[src/rtl/valid_shift_pipe_pkg.sv]
// Shared constants and helpers for the data+valid shift pipeline.
package valid_shift_pipe_pkg;

   localparam int DEF_WIDTH = 8;
   localparam int DEF_DEPTH = 3;

   // Out-of-range tap requests select the last stage.
   function automatic int clamp_tap(input int sel, input int depth);
      return (sel >= depth) ? depth - 1 : sel;
   endfunction

endpackage

[src/rtl/valid_shift_pipe_edge_detect.sv]
// Registered-history rise/fall detector for a single-bit strobe.
module edge_detect (
   input  logic clk,
   input  logic rst,
   input  logic sig,
   output logic rise,
   output logic fall
);

   logic prev;

   // History is sampled every edge, independent of any pipeline enable.
   always_ff @(posedge clk or posedge rst) begin
      if (rst) prev <= 1'b0;
      else     prev <= sig;
   end

   assign rise = sig & ~prev;
   assign fall = ~sig & prev;

endmodule

[src/rtl/valid_shift_pipe.sv]
// Data+valid delay line with stall, flush, selectable output tap,
// edge detection on the tapped valid and a registered occupancy count.
module valid_shift_pipe
   import valid_shift_pipe_pkg::*;
#(
   parameter int WIDTH = DEF_WIDTH,
   parameter int DEPTH = DEF_DEPTH,
   parameter int TAP_W = (DEPTH > 1) ? $clog2(DEPTH) : 1,
   parameter int CNT_W = $clog2(DEPTH + 1)
) (
   input  logic             clk,
   input  logic             rst,
   input  logic             en,
   input  logic             flush,
   input  logic             in_valid,
   input  logic [WIDTH-1:0] in_data,
   input  logic [TAP_W-1:0] tap_sel,
   output logic             out_valid,
   output logic [WIDTH-1:0] out_data,
   output logic             out_rise,
   output logic             out_fall,
   output logic [CNT_W-1:0] occupancy
);

   typedef struct packed {
      logic             v;
      logic [WIDTH-1:0] d;
   } stage_t;

   stage_t [DEPTH-1:0] stg;
   logic   [CNT_W-1:0] cnt;
   logic   [TAP_W-1:0] tap_idx;

   // Flush clears only the valid bits; payloads keep their last values.
   always_ff @(posedge clk or posedge rst) begin
      if (rst) begin
         stg <= '0;
      end else if (flush) begin
         for (int i = 0; i < DEPTH; i++) stg[i].v <= 1'b0;
      end else if (en) begin
         stg[0].v <= in_valid;
         stg[0].d <= in_data;
         for (int i = 1; i < DEPTH; i++) stg[i] <= stg[i-1];
      end
   end

   // Incremental count: what enters minus what falls off the end.
   always_ff @(posedge clk or posedge rst) begin
      if (rst)        cnt <= '0;
      else if (flush) cnt <= '0;
      else if (en)    cnt <= cnt + CNT_W'(in_valid) - CNT_W'(stg[DEPTH-1].v);
   end

   assign tap_idx   = TAP_W'(clamp_tap(int'(tap_sel), DEPTH));
   assign out_valid = stg[tap_idx].v;
   assign out_data  = stg[tap_idx].d;
   assign occupancy = cnt;

   edge_detect u_edge (
      .clk  (clk),
      .rst  (rst),
      .sig  (out_valid),
      .rise (out_rise),
      .fall (out_fall)
   );

endmodule

[config.mk]
export PLATFORM = sky130hd
export DESIGN_NAME = valid_shift_pipe
export DESIGN_NICKNAME = d
export VERILOG_FILES = /design/src/rtl/valid_shift_pipe_pkg.sv /design/src/rtl/valid_shift_pipe_edge_detect.sv /design/src/rtl/valid_shift_pipe.sv
export SDC_FILE = /design/constraint.sdc
export NUM_CORES = 1
export LEC_CHECK = 0
export ABC_AREA = 1
export CAP_MARGIN = 20
export CORE_ASPECT_RATIO = 1.5
export CORE_MARGIN = 3
export CORE_UTILIZATION = 39
export CTS_BUF_LIST = sky130_fd_sc_hd__clkbuf_4 sky130_fd_sc_hd__clkbuf_8
export DETAILED_ROUTE_END_ITERATION = 8
export PLACE_DENSITY = 0.62
export SLEW_MARGIN = 20
export SYNTH_ARGS = -nofsm -noshare
export SYNTH_HDL_FRONTEND = slang
export SYNTH_SLANG_ARGS = --single-unit
[constraint.sdc]
create_clock -name clk -period 1.56 [get_ports clk]
set_input_delay 0.156 -clock clk [delete_from_list [all_inputs] [get_ports clk]]
set_output_delay 0.156 -clock clk [all_outputs]
set_load 0.01 [all_outputs]
# [After elaboration in Yosys (flattened, before gate mapping)]
# Cells that the tools add are included.
[totals] register_bits=30 inputBits=15 output_inout_bits=13 elab_cells=28
[op_classes] add_sub_neg=2 order_cmp=2 muxes=9 bitwise_logic=5 n_reduce_logical=2
[op_table] cell="two-way mux 27 bit" n=1
[op_table] cell="binary-select mux 9 bit (select 2 bit)" n=1
[op_table] cell="two-way mux 9 bit" n=1
[op_table] cell="two-way mux 2 bit" n=3
[op_table] cell="less-than comparator 2 x 3 -> 1 bit, second input constant" n=1
[op_table] cell="two-way mux 1 bit" n=3
[op_table] cell="NOT 1 bit" n=3
[op_table] cell="adder 2 x 1 -> 2 bit" n=1
[op_table] cell="AND 1 bit" n=2
[op_table] cell="greater-or-equal comparator 2 bit, second input constant" n=1
[op_table] cell="AND reduction 2 bit" n=1
[op_table] cell="nonzero test 2 bit" n=1
[op_table] cell="subtractor 2 x 1 -> 2 bit" n=1

# [Depth between registers and ports, before layout]
# Gate-level depths: netlist of the first run.
[logic_depth] word_depth=6 mapped_depth=10

# [Modules after synthesis]
# A second synthesis of the first run with hierarchy kept.
[hier_totals] hier_cells=173 hier_area_um2=1406.3
[by_module_without_submodules] mod="valid_shift_pipe" n_inst=1 cells_per_inst=167 area_per_inst_um2=1362.6 seq_area_each_um2=725.7
[by_module_without_submodules] mod="edge_detect" n_inst=1 cells_per_inst=6 area_per_inst_um2=43.8 seq_area_each_um2=25.0

# [Worst setup path before layout of the first run]
# OpenSTA, ideal clock, no wires.
[synth_timing] path_type="reg-to-reg" from="register cnt[0] (netlist: occupancy[0])" to="register cnt[1] (netlist: occupancy[1])" setup_ps=117 t_arrival_ps=1192 setup_slack_ps=250 path_stages_with_launch=11 n_path_buf=0 path_cell_list="dfrtp_1 inv_1 ha_1 inv_1 ha_1 inv_1 nand2_1 nand2_1 nand2_1 nand3_1 nand2_1"
[synth_via] elab_chain_cells=4
[synth_rtl] element="from (decl)" line_no="valid_shift_pipe.sv:31" text="logic [CNT_W-1:0] cnt;"
[synth_rtl] element="from (signal assigned)" line_no="valid_shift_pipe.sv:51" text="else if (en) cnt <= cnt + CNT_W'(in_valid) - CNT_W'(stg[DEPTH-1].v);"
[synth_rtl] element="adder 2 x 1 -> 2 bit" line_no="valid_shift_pipe.sv:51"
[synth_rtl] element="subtractor 2 x 1 -> 2 bit" line_no="valid_shift_pipe.sv:51"
[synth_rtl] element="two-way mux 2 bit" line_no="valid_shift_pipe.sv:51"
[synth_rtl] element="two-way mux 2 bit" line_no="valid_shift_pipe.sv:50" text="else if (flush) cnt <= '0;"
# Every way passes these cells. The select of a mux whose other input is x is not followed.
# A chain may end at the register's enable or synchronous reset.

# [Worst setup path after layout of the first run]
[layout_timing] from="register stg[8] (netlist name)" to="output out_fall"
[layout_via] elab_chain_cells=4
[layout_rtl] element="from (decl)" line_no="valid_shift_pipe.sv:30" text="stage_t [DEPTH-1:0] stg;"
[layout_rtl] element="binary-select mux 9 bit (select 2 bit)" line_no="valid_shift_pipe.sv:55" text="assign out_valid = stg[tap_idx].v;"
[layout_rtl] element="two-way mux 9 bit"
[layout_rtl] element="NOT 1 bit" line_no="valid_shift_pipe_edge_detect.sv:19" text="assign fall = ~sig & prev;"
[layout_rtl] element="AND 1 bit" line_no="valid_shift_pipe_edge_detect.sv:19"
[layout_rtl] element="to (decl)" line_no="valid_shift_pipe.sv:21" text="output logic out_fall,"
# Every way passes these cells. The select of a mux whose other input is x is not followed.

==> summary.md, run 1 <==
| Metric | Value |
|---|---|
| Outcome | `finished, final reports clean` |
| Worst path cell trace | `nand2_1 > nand3_1 > nand2_1 > inv_2 > nor2_1 > dlygate4sd2_1` |
| Switching pwr | `0.5351 mW` |
| GP Congestion | `0.7521` |
| Synth Cell Area | `between 1000 and 1500 um2` |
| Crit path max-delay cell type | `dfrtp_1` |
| Worst skew pair latency | `0.28 ns` |
| Share of layout cells above drive strength 1 | `0.1524` |
| # IOs | `28` |
| Vias per cell | `4.825` |
| Final max-slew violation count | `0` |
| Peak Freq | `~0.71 GHz` |
| Reg2Reg Setup Slack | `0.21 ns` |
| Initial DRC Count | `31` |
| CP Capture Point | `out_fall` |
| Die width | `55.60 um` |
| Port Buffers | `27` |
| Synth Register Bits | `30` |
| Syn_nets | `190` |
| # diodes | `0` |
| Internal power | `approximately 1.4 mW` |
| TritonCTS clock tree | `yes` |
| Startpoint Class | `flop` |
| WP depth | `6` |
| Worst reg2reg path depth | `10` |
| Site Rows | `26` |
| Post-CTS Setup Inserts | `0` |
| Max IR drop VDD | `665.4 uV` |
| Crit Path Max Fanout | `3` |
| Seq pwr share | `0.490` |
| WL final | `around 3100 um` |
| Largest stage delay, worst path | `0.38 ns` |
| Final critical-path share of the clock period | `0.8980` |
| CP endpoint kind | `output pin` |
| Clock buffer count from CTS | `5` |
| Global-route wire length before repair | `between 5000 and 6000 um` |
| Nets | `227` |
| Logic pwr share | `0.196` |
| Clk_skew | `approximately 0.0024 ns` |
| CP Data Required Time | `1.40 ns` |
| Worst setup path class | `flop to output pin` |
| Core area | `3481 um2` |
| CTS max path bufs | `2` |
| Switching Fraction | `0.2768` |
| Final Critical Period | `~1.4 ns` |
| Hold Crit Class | `primary input to asynchronous set/reset pin` |
| Synth cell types | `17` |
| Seq/Total Area, Yosys | `0.5217` |
| GR Overflow Total | `0` |
| CP Launch Point | `stg[8]` |
| Final setup fails | `0` |
| Worst slew margin | `0.7456` |
| Die Footprint | `4469 um2` |
| Hpwl dp | `~2100 um` |
| Most common cell after layout, fill and taps aside | `nand2_1` |
| Synthesis warning total | `0` |
| Worst reg2reg path endpoint | `occupancy[1]` |
| Worst-path clk slew | `~0.06 ns` |
| CTS Sinks | `30` |
| Reg2reg start | `occupancy[0]` |
| Hold slack | `~0.26 ns` |
| Most Frequent Cell on Critical Path | `nand2_1` |
| LEAKAGE | `0.9485 nW` |
| Clk network pwr share | `0.314` |
| Die Height | `80.39 um` |
| CP arrival | `roughly 1.2 ns` |
| Most frequent cells in the layout | `nand2_1, dfrtp_1, o21ai_0, inv_1, clkdlybuf4s50_1` |
| Drt pass-1 iters | `4` |
| Synth Instances | `approximately 170` |
| Via count | `~1200` |
| Wire per inst | `~12 um` |
| Drt drc | `0` |
| Power per cell area | `~1000 nW/um2` |
| Bufs and invs on worst path | `2` |
| Largest net degree at the start of global routing | `31` |
| Worst-Margin Slew | `0.3815 ns` |
| Final Hold Viols | `0` |
| Delay-heaviest family, CP | `flip-flops` |
| H-tree depth | `2` |
| Routed Antenna Nets | `0` |
| Max-cap violations | `0` |
| GRT Total Usage | `0.1542` |
| Post-Syn Area per Cell | `between 8 and 9 um2` |
| Setup TNS | `0 ns` |
| Area growth, synth to finish | `28.96%` |
| RSZ-0062 raised after global routing | `false` |
| Vias in the first global route | `1223` |
| Initial antenna violation count | `0` |
| CTS Root Cell | `clkbuf_8` |
| Initial Utilization | `0.4134` |
[worst register-to-register path, cell delays in order, from the launching register on]
cell     delay, ns
dfrtp_1       0.35
inv_1         0.06
ha_1          0.27
inv_1         0.04
ha_1          0.18
inv_1         0.05
nand2_1       0.07
nand2_1       0.07
nand2_1       0.05
nand3_1       0.06
nand2_1       0.05
[cells by family after synthesis]
group / count (synthesis) / share of synthesized area
simple gates: 75 / 0.2139
compound gates: 36 / 0.1478
buf+inv: 30 / 0.09913
flops: 30 / 0.5217
fa+ha+maj: 2 / 0.01739
[synthesized netlist by cell type]
cell type,number,share of area
o21ai_1,1,0.0035
inv_2,4,0.010
buf_2,1,0.0035
buf_6,2,0.016
nor2_1,10,0.026
o21ai_2,8,0.049
ha_1,2,0.017
buf_4,3,0.016
o21ai_0,25,0.087
inv_4,1,0.0044
inv_1,19,0.050
nor2_8,1,0.014
nand3_1,4,0.014
nand2_1,58,0.15
dfrtp_1,30,0.52
nand2_2,2,0.0087
o22ai_1,2,0.0087
[worst min-delay path by stage]
| stage | to | slack [ns] | depth (start not counted) |
|---|---|---|---|
| floorplan | occupancy[0] | 0.25 | 1 |
| CTS | stg[2] | 0.27 | 3 |
| detailed placement | stg[18] | 0.47 | 2 |
| global route | u_edge.prev | 0.28 | 3 |
| finish | stg[26] | 0.26 | 3 |
| global placement | stg[24] | 0.47 | 2 |
[state kept, by name (all words and copies together), names as in the netlist]
register,flops
u_edge.prev,1
stg,27
occupancy,2
[routing by layer]
layer | vias to the layer above | global-route usage | part of all wire
met3 | 7 | 0.04984 | 0.051
met1 | 571 | 0.1616 | 0.41
met2 | 29 | 0.2796 | 0.52
met5 | - | 0 | 0
li1 | 609 | - | -
met4 | 0 | 0.06569 | 0.027
[power groups by stage]
stage / combinational (mW) / sequential, mW / clock [mW]
2_1_floorplan: 0.243 / 0.946 / 0
5_1_grt: 0.432 / 0.961 / 0.664
6_report: 0.379 / 0.947 / 0.606
4_1_cts: 0.385 / 0.947 / 0.623
3_3_place_gp: 0.401 / 0.955 / 0
3_5_place_dp: 0.411 / 0.960 / 0
[through the flow]
stage          instances  setup slack, ns  utilization  cell area (um2)  power [mW]
3_3_place_gp         243          -0.2576       0.5068             1764       1.356
5_1_grt              252          0.03293       0.5331             1856       2.057
6_report             252           0.1591       0.5331             1856       1.933
3_5_place_dp         243          -0.2697       0.5068             1764       1.371
2_1_floorplan        173           0.2505            -             1439       1.188
4_1_cts              250         0.009080       0.5280             1838       1.955
[cell type report]
type	instances	area (um2)
Tap cell	42	52.55
Clock buffer	7	83.83
Fill cell	330	1625
Inverter	24	92.59
Multi-Input combinational cell	113	545.5
Timing Repair inverter	1	7.507
Sequential cell	30	750.7
Timing Repair Buffer	35	322.8
[timing repair]
item | in CTS | in global routing
resized for setup | 12 | 3
hold buffers | 0 | 0
setup endpoints to repair | 11 | 8
cloned | 0 | 2
Note: power is estimated with default switching activity, not from simulation.
==> run 2: changes to the inputs <==
Settings changed: MAX_ROUTING_LAYER set to met4.
==> run 2 against run 1 <==
Against the previous run: total power stayed put; clock power about the same; final cell count is the same; cell area stayed put; first-iteration DRC count is the same; worst hold slack is essentially flat; clock skew barely moved; die area stayed put; sequential power about the same; global-route usage grew 0.41 points; setup slack hardly changed; largest power group unchanged.
==> summary.md, run 2 (synthesis results as in run 1) <==
| Metric | Value |
|---|---|
| Site Rows | `26 (unchanged)` |
| Max-cap violations | `0 (unchanged)` |
| Share of layout cells above drive strength 1 | `0.1524 (unchanged)` |
| Initial DRC Count | `31 (unchanged)` |
| Vias per cell | `4.829 (about the same)` |
| Drt drc | `0 (unchanged)` |
| Worst slew margin | `0.7456 (about the same)` |
| Max FFs per register | `27 (unchanged)` |
| Vias in the first global route | `1223 (unchanged)` |
| Startpoint Class | `flop` |
| Die Footprint | `4469 um2 (unchanged)` |
| Outcome | `finished, final reports clean` |
| Initial Utilization | `0.4134 (unchanged)` |
| Most common cell after layout, fill and taps aside | `nand2_1` |
| Final Critical Period | `1.401 ns (+0.0002110 ns)` |
| Routed Antenna Nets | `0 (unchanged)` |
| LEAKAGE | `0.9485 nW (unchanged)` |
| Worst-Margin Slew | `0.3815 ns (+0.000002503 ns)` |
| WL final | `3127 um (+0.19%)` |
| # IOs | `28 (unchanged)` |
| H-tree depth | `2 (unchanged)` |
| Crit Path Max Fanout | `3 (unchanged)` |
| RSZ-0062 raised after global routing | `false` |
| Post-CTS Setup Inserts | `0 (unchanged)` |
| Clock buffer count from CTS | `5 (unchanged)` |
| Max IR drop VDD | `665.4 uV (about the same)` |
| Worst-path clk slew | `0.06 ns (about the same)` |
| CP endpoint kind | `output pin` |
| # diodes | `0 (unchanged)` |
| CP arrival | `1.25 ns (about the same)` |
| # hold bufs at CTS | `0 (unchanged)` |
| Hold slack | `0.2559 ns (+0.00001400 ns)` |
| Final critical-path share of the clock period | `0.8981 (about the same)` |
| Wire per inst | `12.41 um (+0.19%)` |
| Via count | `1217 (+0.082%)` |
| Final Hold Viols | `0 (unchanged)` |
| Most Frequent Cell on Critical Path | `nand2_1` |
| Largest stage delay, worst path | `0.38 ns (about the same)` |
| Peak Freq | `0.7137 GHz (about the same)` |
| Total power | `1.933 mW (unchanged)` |
| Crit path max-delay cell type | `dfrtp_1` |
| Area growth, synth to finish | `28.96% (unchanged)` |
| GRT Total Usage | `0.1583 (+0.004150)` |
| Core area | `3481 um2 (unchanged)` |
| Die width | `55.60 um (unchanged)` |
| CTS Root Cell | `clkbuf_8` |
| Final setup fails | `0 (unchanged)` |
| Worst skew pair latency | `0.28 ns (about the same)` |
| CTS Sinks | `30 (unchanged)` |
| Power per cell area | `1042 nW/um2 (unchanged)` |
| Nets | `227 (unchanged)` |
| Clk_skew | `0.002377 ns (-0.00004791 ns)` |
| Most frequent cells in the layout | `nand2_1, dfrtp_1, o21ai_0, inv_1, clkdlybuf4s50_1` |
| TritonCTS clock tree | `yes` |
| GP Congestion | `0.7617 (+1.3%)` |
| CTS max path bufs | `2 (unchanged)` |
| CP Data Required Time | `1.40 ns (about the same)` |
| Global-route wire length before repair | `5347 um (unchanged)` |
| GR Overflow Total | `0 (unchanged)` |
| Worst path cell trace | `nand2_1 > nand3_1 > nand2_1 > inv_2 > nor2_1 > dlygate4sd2_1` |
| Drt pass-1 iters | `4 (unchanged)` |
| Worst setup path class | `flop to output pin` |
| Largest net degree at the start of global routing | `31 (unchanged)` |
| Hpwl dp | `2146 um (unchanged)` |
| Hold Crit Class | `primary input to asynchronous set/reset pin` |
| Port Buffers | `27 (unchanged)` |
| Initial antenna violation count | `0 (unchanged)` |
| Die Height | `80.39 um (unchanged)` |
| Biggest register | `stg` |
| Final max-slew violation count | `0 (unchanged)` |
run 2: cell counts in the layout (fill, tap and decap cells not counted):
No cell type changed its count.
run 2: stage by stage:
stage	cells	instance area (um2)	TNS (ns)	setup slack, ns	util
finish	252	1856	0	0.1589	0.5331
global route	252	1856	0	0.03293	0.5331
CTS	250	1838	0	0.009080	0.5280
detailed placement	243	1764	-2.568	-0.2697	0.5068
global placement	243	1764	-2.551	-0.2576	0.5068
floorplan	173	1439	0	0.2505	-
run 2: metal layers:
| layer | global-route usage | share of wire | up-vias |
|---|---|---|---|
| met4 | 0.06569 | 0.026 | 0 |
| met2 | 0.2796 | 0.52 | 29 |
| li1 | - | - | 609 |
| met5 | - | 0 | - |
| met3 | 0.04823 | 0.048 | 7 |
| met1 | 0.1626 | 0.41 | 572 |
run 2: path summary, 6_finish.rpt:
path / slack (ns) / to / cells after the start / start
min in group clk: 0.34 / u_edge.prev / 4 / tap_sel[1]
setup reg to reg: 0.21 / occupancy[1] / 10 / occupancy[0]
max in group asynchronous: 1.02 / stg[15] / 3 / rst
hold reg to reg: 0.48 / stg[18] / 2 / stg[18]
hold / removal: 0.26 / stg[26] / 3 / rst
setup / recovery: 0.16 / out_fall / 6 / stg[8]
run 2: critical path, delay by kind of cell (launching register included):
| kind | cells | cell delay, ns |
|---|---|---|
| buffers and inverters | 2 | 0.31 |
| flip-flops | 1 | 0.38 |
| AND/OR/NAND/NOR | 4 | 0.29 |
run 2: area by class of cell:
cell class                 instances  area (um2)
clock buffer                       7       83.83
fill                             330        1625
sequential                        30       750.7
inverter                          24       92.59
tap                               42       52.55
timing repair inverter             1       7.507
multi-input combinational        113       545.5
timing repair buffer              35       322.8
run 2: timing repair:
action	CTS	global route
gates resized for setup	12	3
pin swaps	0	0
cloned	0	2
endpoints found under the hold margin	0	0
setup endpoints to repair	11	8
run 2: power by group:
part | switching, mW | internal (mW) | leakage (nW)
clock | 0.265 | 0.341 | 0.0452
combinational | 0.207 | 0.173 | 0.518
sequential | 0.0633 | 0.884 | 0.385
total | 0.535 | 1.40 | 0.949
